--- src/rtl/pipeline_hazard_ctrl.sv ---
// Stall/flush sequencer for the 5-stage pipeline: load-use bubbles,
// taken-branch flushes, data-memory freeze, plus stall/flush statistics.
module pipeline_hazard_ctrl #(
  parameter int unsigned LOAD_STALL_CYCLES = 1,
  parameter int unsigned MAX_WAIT          = 64,
  parameter int unsigned CNT_W             = 16
) (
  input  logic             clk,
  input  logic             reset,
  input  logic [4:0]       if_id_rs,
  input  logic [4:0]       if_id_rt,
  input  logic             if_id_uses_rt,
  input  logic             id_ex_mem_read,
  input  logic [4:0]       id_ex_rt,
  input  logic             branch_taken_mem,
  input  logic             mem_busy,
  output logic             pc_write,
  output logic             if_id_write,
  output logic             id_ex_write,
  output logic             if_id_flush,
  output logic             id_ex_bubble,
  output logic             ex_mem_flush,
  output logic [CNT_W-1:0] stall_count,
  output logic [CNT_W-1:0] flush_count,
  output logic             wait_timeout
);

  localparam int unsigned REM_W  = 4;
  localparam int unsigned WCNT_W = $clog2(MAX_WAIT + 1);

  localparam logic [1:0] ST_RUN        = 2'd0;
  localparam logic [1:0] ST_LOAD_STALL = 2'd1;
  localparam logic [1:0] ST_MEM_WAIT   = 2'd2;

  logic [1:0]        state_q, state_d, eff_state;
  logic [REM_W-1:0]  rem_q, rem_d;
  logic [WCNT_W-1:0] wcnt_q, wcnt_d;
  logic [CNT_W-1:0]  stall_cnt_q, stall_cnt_d;
  logic [CNT_W-1:0]  flush_cnt_q, flush_cnt_d;
  logic              timeout_q, timeout_d;
  logic              hazard;

  assign hazard = id_ex_mem_read && (id_ex_rt != 5'd0) &&
                  ((id_ex_rt == if_id_rs) || (if_id_uses_rt && (id_ex_rt == if_id_rt)));

  assign stall_count  = stall_cnt_q;
  assign flush_count  = flush_cnt_q;
  assign wait_timeout = timeout_q;

  // Leaving MEM_WAIT behaves exactly like the state being returned to.
  always_comb begin
    eff_state = state_q;
    if ((state_q == ST_MEM_WAIT) && !mem_busy) begin
      eff_state = (rem_q != '0) ? ST_LOAD_STALL : ST_RUN;
    end
  end

  // Next-state, pipeline control outputs and counter updates.
  always_comb begin
    state_d      = state_q;
    rem_d        = rem_q;
    wcnt_d       = wcnt_q;
    stall_cnt_d  = stall_cnt_q;
    flush_cnt_d  = flush_cnt_q;
    timeout_d    = timeout_q;
    pc_write     = 1'b1;
    if_id_write  = 1'b1;
    id_ex_write  = 1'b1;
    if_id_flush  = 1'b0;
    id_ex_bubble = 1'b0;
    ex_mem_flush = 1'b0;

    if (!reset) begin
      pc_write     = 1'b0;
      if_id_write  = 1'b0;
      id_ex_write  = 1'b0;
      if_id_flush  = 1'b1;
      id_ex_bubble = 1'b1;
      ex_mem_flush = 1'b1;
    end else if (mem_busy) begin
      pc_write    = 1'b0;
      if_id_write = 1'b0;
      id_ex_write = 1'b0;
      state_d     = ST_MEM_WAIT;
      if (wcnt_q == WCNT_W'(MAX_WAIT)) begin
        timeout_d = 1'b1;
      end else begin
        wcnt_d = wcnt_q + WCNT_W'(1);
      end
    end else begin
      wcnt_d = '0;
      if (branch_taken_mem) begin
        if_id_flush  = 1'b1;
        id_ex_bubble = 1'b1;
        ex_mem_flush = 1'b1;
        rem_d        = '0;
        state_d      = ST_RUN;
        if (flush_cnt_q != '1) begin
          flush_cnt_d = flush_cnt_q + CNT_W'(1);
        end
      end else if (eff_state == ST_LOAD_STALL) begin
        pc_write     = 1'b0;
        if_id_write  = 1'b0;
        id_ex_bubble = 1'b1;
        rem_d        = rem_q - REM_W'(1);
        state_d      = (rem_q == REM_W'(1)) ? ST_RUN : ST_LOAD_STALL;
      end else if (hazard) begin
        pc_write     = 1'b0;
        if_id_write  = 1'b0;
        id_ex_bubble = 1'b1;
        if (LOAD_STALL_CYCLES > 1) begin
          rem_d   = REM_W'(LOAD_STALL_CYCLES - 1);
          state_d = ST_LOAD_STALL;
        end else begin
          state_d = ST_RUN;
        end
      end else begin
        state_d = ST_RUN;
      end
    end

    if (!pc_write && (stall_cnt_q != '1)) begin
      stall_cnt_d = stall_cnt_q + CNT_W'(1);
    end
  end

  // State and statistics registers with synchronous active-low reset.
  always_ff @(posedge clk) begin
    if (!reset) begin
      state_q     <= ST_RUN;
      rem_q       <= '0;
      wcnt_q      <= '0;
      stall_cnt_q <= '0;
      flush_cnt_q <= '0;
      timeout_q   <= 1'b0;
    end else begin
      state_q     <= state_d;
      rem_q       <= rem_d;
      wcnt_q      <= wcnt_d;
      stall_cnt_q <= stall_cnt_d;
      flush_cnt_q <= flush_cnt_d;
      timeout_q   <= timeout_d;
    end
  end

endmodule

--- config.mk ---
export PLATFORM = sky130hd
export DESIGN_NAME = pipeline_hazard_ctrl
export DESIGN_NICKNAME = d
export VERILOG_FILES = /design/src/rtl/pipeline_hazard_ctrl.sv
export SDC_FILE = /design/constraint.sdc
export NUM_CORES = 1
export LEC_CHECK = 0
export BUFFER_PORTS_ARGS = -buffer_cell sky130_fd_sc_hd__buf_2
export CAP_MARGIN = 30
export CORE_MARGIN = 2
export CORE_UTILIZATION = 50
export DETAILED_ROUTE_END_ITERATION = 7
export PLACE_DENSITY_LB_ADDON = 0.15
export SETUP_SLACK_MARGIN = 0.05
export SLEW_MARGIN = 20
export SYNTH_ARGS = -nofsm -noshare
export SYNTH_HDL_FRONTEND = slang
export SYNTH_SLANG_ARGS = --single-unit
export TNS_END_PERCENT = 1
--- constraint.sdc ---
create_clock -name clk -period 6.7 [get_ports clk]
set_input_delay 1.34 -clock clk [delete_from_list [all_inputs] [get_ports clk]]
set_output_delay 1.34 -clock clk [all_outputs]
set_load 0.02 [all_outputs]
== Yosys cells after proc, flatten, opt, wreduce, memory -nomap -nowiden ==
Index checks and enable logic that the tools add are counted.

* Bits in registers: 46
* Logic and storage cells: 61

* Add/subtract/negate cells: 4
* Equal/unequal tests: 8
* Multiplexer cells: 23
* Bitwise operators: 3
* Reductions and logical operators: 16

{| class="wikitable"
|+ Operators with widths
! kind !! number
|-
| $add 16x1->16 const B || 2
|-
| $ne 16x16->1 const B || 2
|-
| $mux 1 || 19
|-
| $eq 5x5->1 || 2
|-
| $mux 4 || 2
|-
| $add 7x1->7 const B || 1
|-
| $eq 7x7->1 const B || 1
|-
| $reduce_and 2->1 || 3
|-
| $logic_and 1x1->1 || 5
|-
| $reduce_bool 5->1 || 1
|-
| $eq 4x1->1 const B || 1
|-
| $mux 2 || 2
|-
| $reduce_bool 4->1 || 1
|-
| $reduce_or 4->1 || 1
|-
| $sub 4x1->4 const B || 1
|-
| $not 1->1 || 3
|-
| $reduce_and 3->1 || 1
|-
| $eq 2x1->1 const B || 1
|-
| $eq 2x2->1 const B || 1
|-
| $logic_not 1->1 || 2
|-
| $reduce_bool 2->1 || 1
|-
| $logic_or 1x1->1 || 1
|}

== Logic depth before layout (Yosys ltp) ==
* Word-level depth: 11
* Gate-level depth with buffers: 11
* Gate-level depth less buffers: 9

== Worst setup path before layout ==
Ideal clock, no wire load.

* Path type: input port to output port
* Start: input reset
* End: output pc_write
* Arrival: 3102 ps
* Data required time: 5360 ps
* Slack: 2258 ps
* Stages on the path: 9
* Buffers on the path: 4
* Cells stage by stage: clkbuf_1 > clkinv_1 > nor2_1 > o21a_1 > o31ai_4 > inv_2 > buf_6 > buf_2 > buf_4

* Cells in the longest elaborated chain, start to end: 1

{| class="wikitable"
|+ Ends and longest elaborated chain
! what !! line !! source
|-
| from (decl) || 9 || <nowiki>input logic reset,</nowiki>
|-
| $mux 1 || - ||
|-
| to (decl) || 17 || <nowiki>output logic pc_write,</nowiki>
|}

No other way between the ends.

== Final worst setup path ==
* Start: input id_ex_rt[1]
* End: output if_id_write

* Cells in the longest elaborated chain, start to end: 9

{| class="wikitable"
|+ Ends and longest elaborated chain
! what !! line !! source
|-
| from (decl) || 14 || <nowiki>input logic [4:0] id_ex_rt,</nowiki>
|-
| $eq 5x5->1 || 44 || <nowiki>((id_ex_rt == if_id_rs) || (if_id_uses_rt && (id_ex_rt == if_id_rt)));</nowiki>
|-
| $logic_and 1x1->1 || 44 ||
|-
| $logic_or 1x1->1 || 44 ||
|-
| $logic_and 1x1->1 (*) || 43 || <nowiki>assign hazard = id_ex_mem_read && (id_ex_rt != 5'd0) &&</nowiki>
|-
| $mux 1 (*) || 107 || <nowiki>end else if (hazard) begin</nowiki>
|-
| $mux 1 (*) || 101 || <nowiki>end else if (eff_state == ST_LOAD_STALL) begin</nowiki>
|-
| $mux 1 (*) || 92 || <nowiki>if (branch_taken_mem) begin</nowiki>
|-
| $mux 1 (*) || 80 || <nowiki>end else if (mem_busy) begin</nowiki>
|-
| $mux 1 (*) || 73 || <nowiki>if (!reset) begin</nowiki>
|-
| to (decl) || 18 || <nowiki>output logic if_id_write,</nowiki>
|}

Every way passes the cells marked *; elsewhere a longest branch is shown, timed or not.

==> out/metrics.yaml <==
global_routing:
  use_met2_pct: 32.8
  antenna_found_initial: 0
  met1_usage_pct: 25.0
  grt_max_degree: 36
  first_global_vias: 1925
  grt.met3_usage_pct: 4.56
  busiest_layer: "met2"
  grt_overflow: 0
  grt_util_all_layers_pct: 19.7
  grt_pass1_wl_um: 8440
logic_synthesis:
  syn_inst: 283
  ys_seq_area_share_pct: 38.5
  syn_area_per_cell_um2: 8.45
  synth_top_area_share_pct: 38.5
  synth_most_common_cell: "dfxtp_1"
  synthTopCellsByCount: "dfxtp_1, nor2_1, nand2_1, xor2_1, a21oi_1"
  synth_edf_count: 0
  synthArstFlopShare_pct: 0
  ys_top_cells_by_area: "dfxtp_1, xor2_1, nor2_1"
  yosysTopAreaCell: "dfxtp_1"
  synth_area_mm2: 0.00239
  ys_warn_count: 0
  synth_seq_cells: 46
  synth-main-ff-cell: "dfxtp_1"
  syn-num-nets: 310
  yosysUniqueCellTypes: 40
timing:
  fmax_mhz: 234
  grt_setup_unrepaired: "false"
  fin_crit_sh_pct: 63.8
  worstMarginPinSlew_ns: 0.744
  fin_skew_ns: 0.00815
  final_hold_viol_count: 0
  maxSlewViolCount: 0
  slew_headroom_pct: 50.1
  setup_tns_ns: 0
  setup_viol_count_final: 0
  min_period_ns: 4.27
clock_network:
  tritoncts: "built"
  cts.sinks: 46
  ctsHtreeMaxLevel: 2
  postCtsSetupRepairBufs: 0
  cts_resized: 0
  clk_pin_slew_ns: 0.08
  holdBufCountCts: 0
  clock_path_buffers: 2
  tritoncts.num_buffers: 5
  cts_root_buf: "clkbuf_8"
  clkLatencyLatePin_ns: 0.29
floorplan:
  core_area_mm2: 0.00466
  floorplan.initialDensity_pct: 51.3
  die_y_um: 73.2
  die_area_mm2: 0.00535
  die_w_um: 73.2
  io_pins: 60
  num_rows: 25
setup_path:
  regToRegSetupSlack_ns: 4.25
  cp-start-kind: "input pin"
  end_kind: "output port"
  r2r_start: "rem_q[0]$_SDFFE_PN0P_"
  cp_max_fo: 28
  worstSetupPathType: "input pin to output port"
  r2r_cells: 9
  required_ns: 5.36
  arrival_ns: 2.93
  rr_endpoint: "stall_count[3]$_SDFFE_PN0P_"
route:
  antenna_left: 0
  routedWlPerCell_um: 12.8
  wl_um: 4970
  viasPerCell: 5.42
  drt-initial-drc-count: 69
  drcViolationCount: 0
  first_pass_iters: 4
  vias: 2112
cells_and_area:
  final_nets: 363
  antenna_cells: 0
  area_growth_syn_to_layout_pct: 16.1
  design_area_mm2: 0.00278
  finalNonFillerCells: 390
  n_fill_cell: 422
  final_layout_size_suffix_gt1_share_pct: 21.1
status:
  status: "finished clean"
min_path:
  holdPathEnd: "wait_timeout$_SDFFE_PN0P_"
  whs_path_depth: 2
  hp-start: "wait_timeout$_SDFFE_PN0P_"
  hp-class: "flip-flop to flip-flop"
placement:
  placedCellCount: 383
  dpl_cell_area_mm2: 0.00270
  port-buffer-count: 59
  gp_congestion: 0.814
  dpl.hpwl_um: 3500
power_and_ir_drop:
  p_per_area_mw_per_mm2: 176
  p_leak_uw: 0.00116
  ir_drop_v: 0.000137
run:
  max-cap-violations: 0
==> flip-flops by register name (all words and copies together) (netlist names) <==
signal / cells
rem_q: 4
wcnt_q: 7
state_q: 2
stall_count: 16
wait_timeout: 1
flush_count: 16
==> cell families (layout without fill, tap and decap cells) <==
logic type | count (synthesis) | count (layout) | share of synthesized area, %
DFF | 46 | 46 | 38.5
xor gates and xnor gates | 32 | 32 | 11.7
muxes | 3 | 3 | 1.26
adders and majority gates | 6 | 6 | 3.14
and+or+nand+nor | 125 | 125 | 28.2
AOI/OAI and AO/OA | 46 | 46 | 12.6
buffers and inverters | 25 | 78 | 4.66
==> cell usage in the layout (no fill, tap or decap), types with 5 or more instances in the layout <==
cell type and instances:
nand2_1 23, and4_1 6, or4_1 12, nand3_1 14
inv_1 8, nand4_1 8, dfxtp_1 46, xnor2_1 9
xor2_1 23, a21oi_1 20, nor2_1 31, o31ai_1 12
ha_1 6, buf_2 59, clkbuf_8 5, and3_1 8
nand2b_1 5
==> worst max-delay path by stage <==
stage | startpoint | endpoint | slack, ns | cells past startpoint
floorplan | reset | pc_write | 2.26 | 9
global route | id_ex_rt[1] | pc_write | 2.26 | 6
CTS | id_ex_rt[1] | pc_write | 2.42 | 6
global placement | id_ex_rt[1] | pc_write | 2.44 | 6
detailed placement | id_ex_rt[1] | if_id_write | 2.42 | 6
finish | id_ex_rt[1] | if_id_write | 2.43 | 6
==> metrics by stage <==
step / setup WS [ns] / hold slack, ns / util (%) / total power (uW)
floorplan: 2.26 / 0.462 / - / 318
global placement: 2.44 / 0.448 / 57.8 / 334
detailed placement: 2.42 / 0.468 / 57.8 / 334
CTS: 2.42 / 0.490 / 59.5 / 496
global route: 2.26 / 0.528 / 59.5 / 511
finish: 2.43 / 0.485 / 59.5 / 489
==> where the power goes <==
group / switching, uW / internal (uW) / leakage, uW / total, uW
sequential: 3.63 / 276 / 0.000372 / 280
clock: 90.3 / 71.7 / 0.0000373 / 162
combinational: 29.6 / 17.7 / 0.000755 / 47.3
==> critical path: stages <==
cell,delay (ns)
buf_2,0.12
or4_1,0.54
o21ai_1,0.25
o31ai_4,0.13
inv_2,0.31
buf_2,0.24
==> layer usage <==
layer / part of all wire, % / vias up / wire (um)
li1: - / 1104 / -
met1: 48 / 972 / 2380
met2: 48 / 32 / 2370
met3: 3.7 / 4 / 184
met4: 0.82 / 0 / 41
met5: 0 / - / 0
==> final cells by class <==
cell class | instances | area [um^2] | share of cell area (%)
Inverter | 10 | 37.5 | 1.35
Clock inverter | 1 | 7.51 | 0.271
Timing Repair Buffer | 61 | 310 | 11.2
Tap cell | 54 | 67.6 | 2.43
Sequential cell | 46 | 921 | 33.2
Clock buffer | 6 | 72.6 | 2.61
Multi-Input combinational cell | 212 | 1360 | 49.0
(Power assumes the default switching activity.)
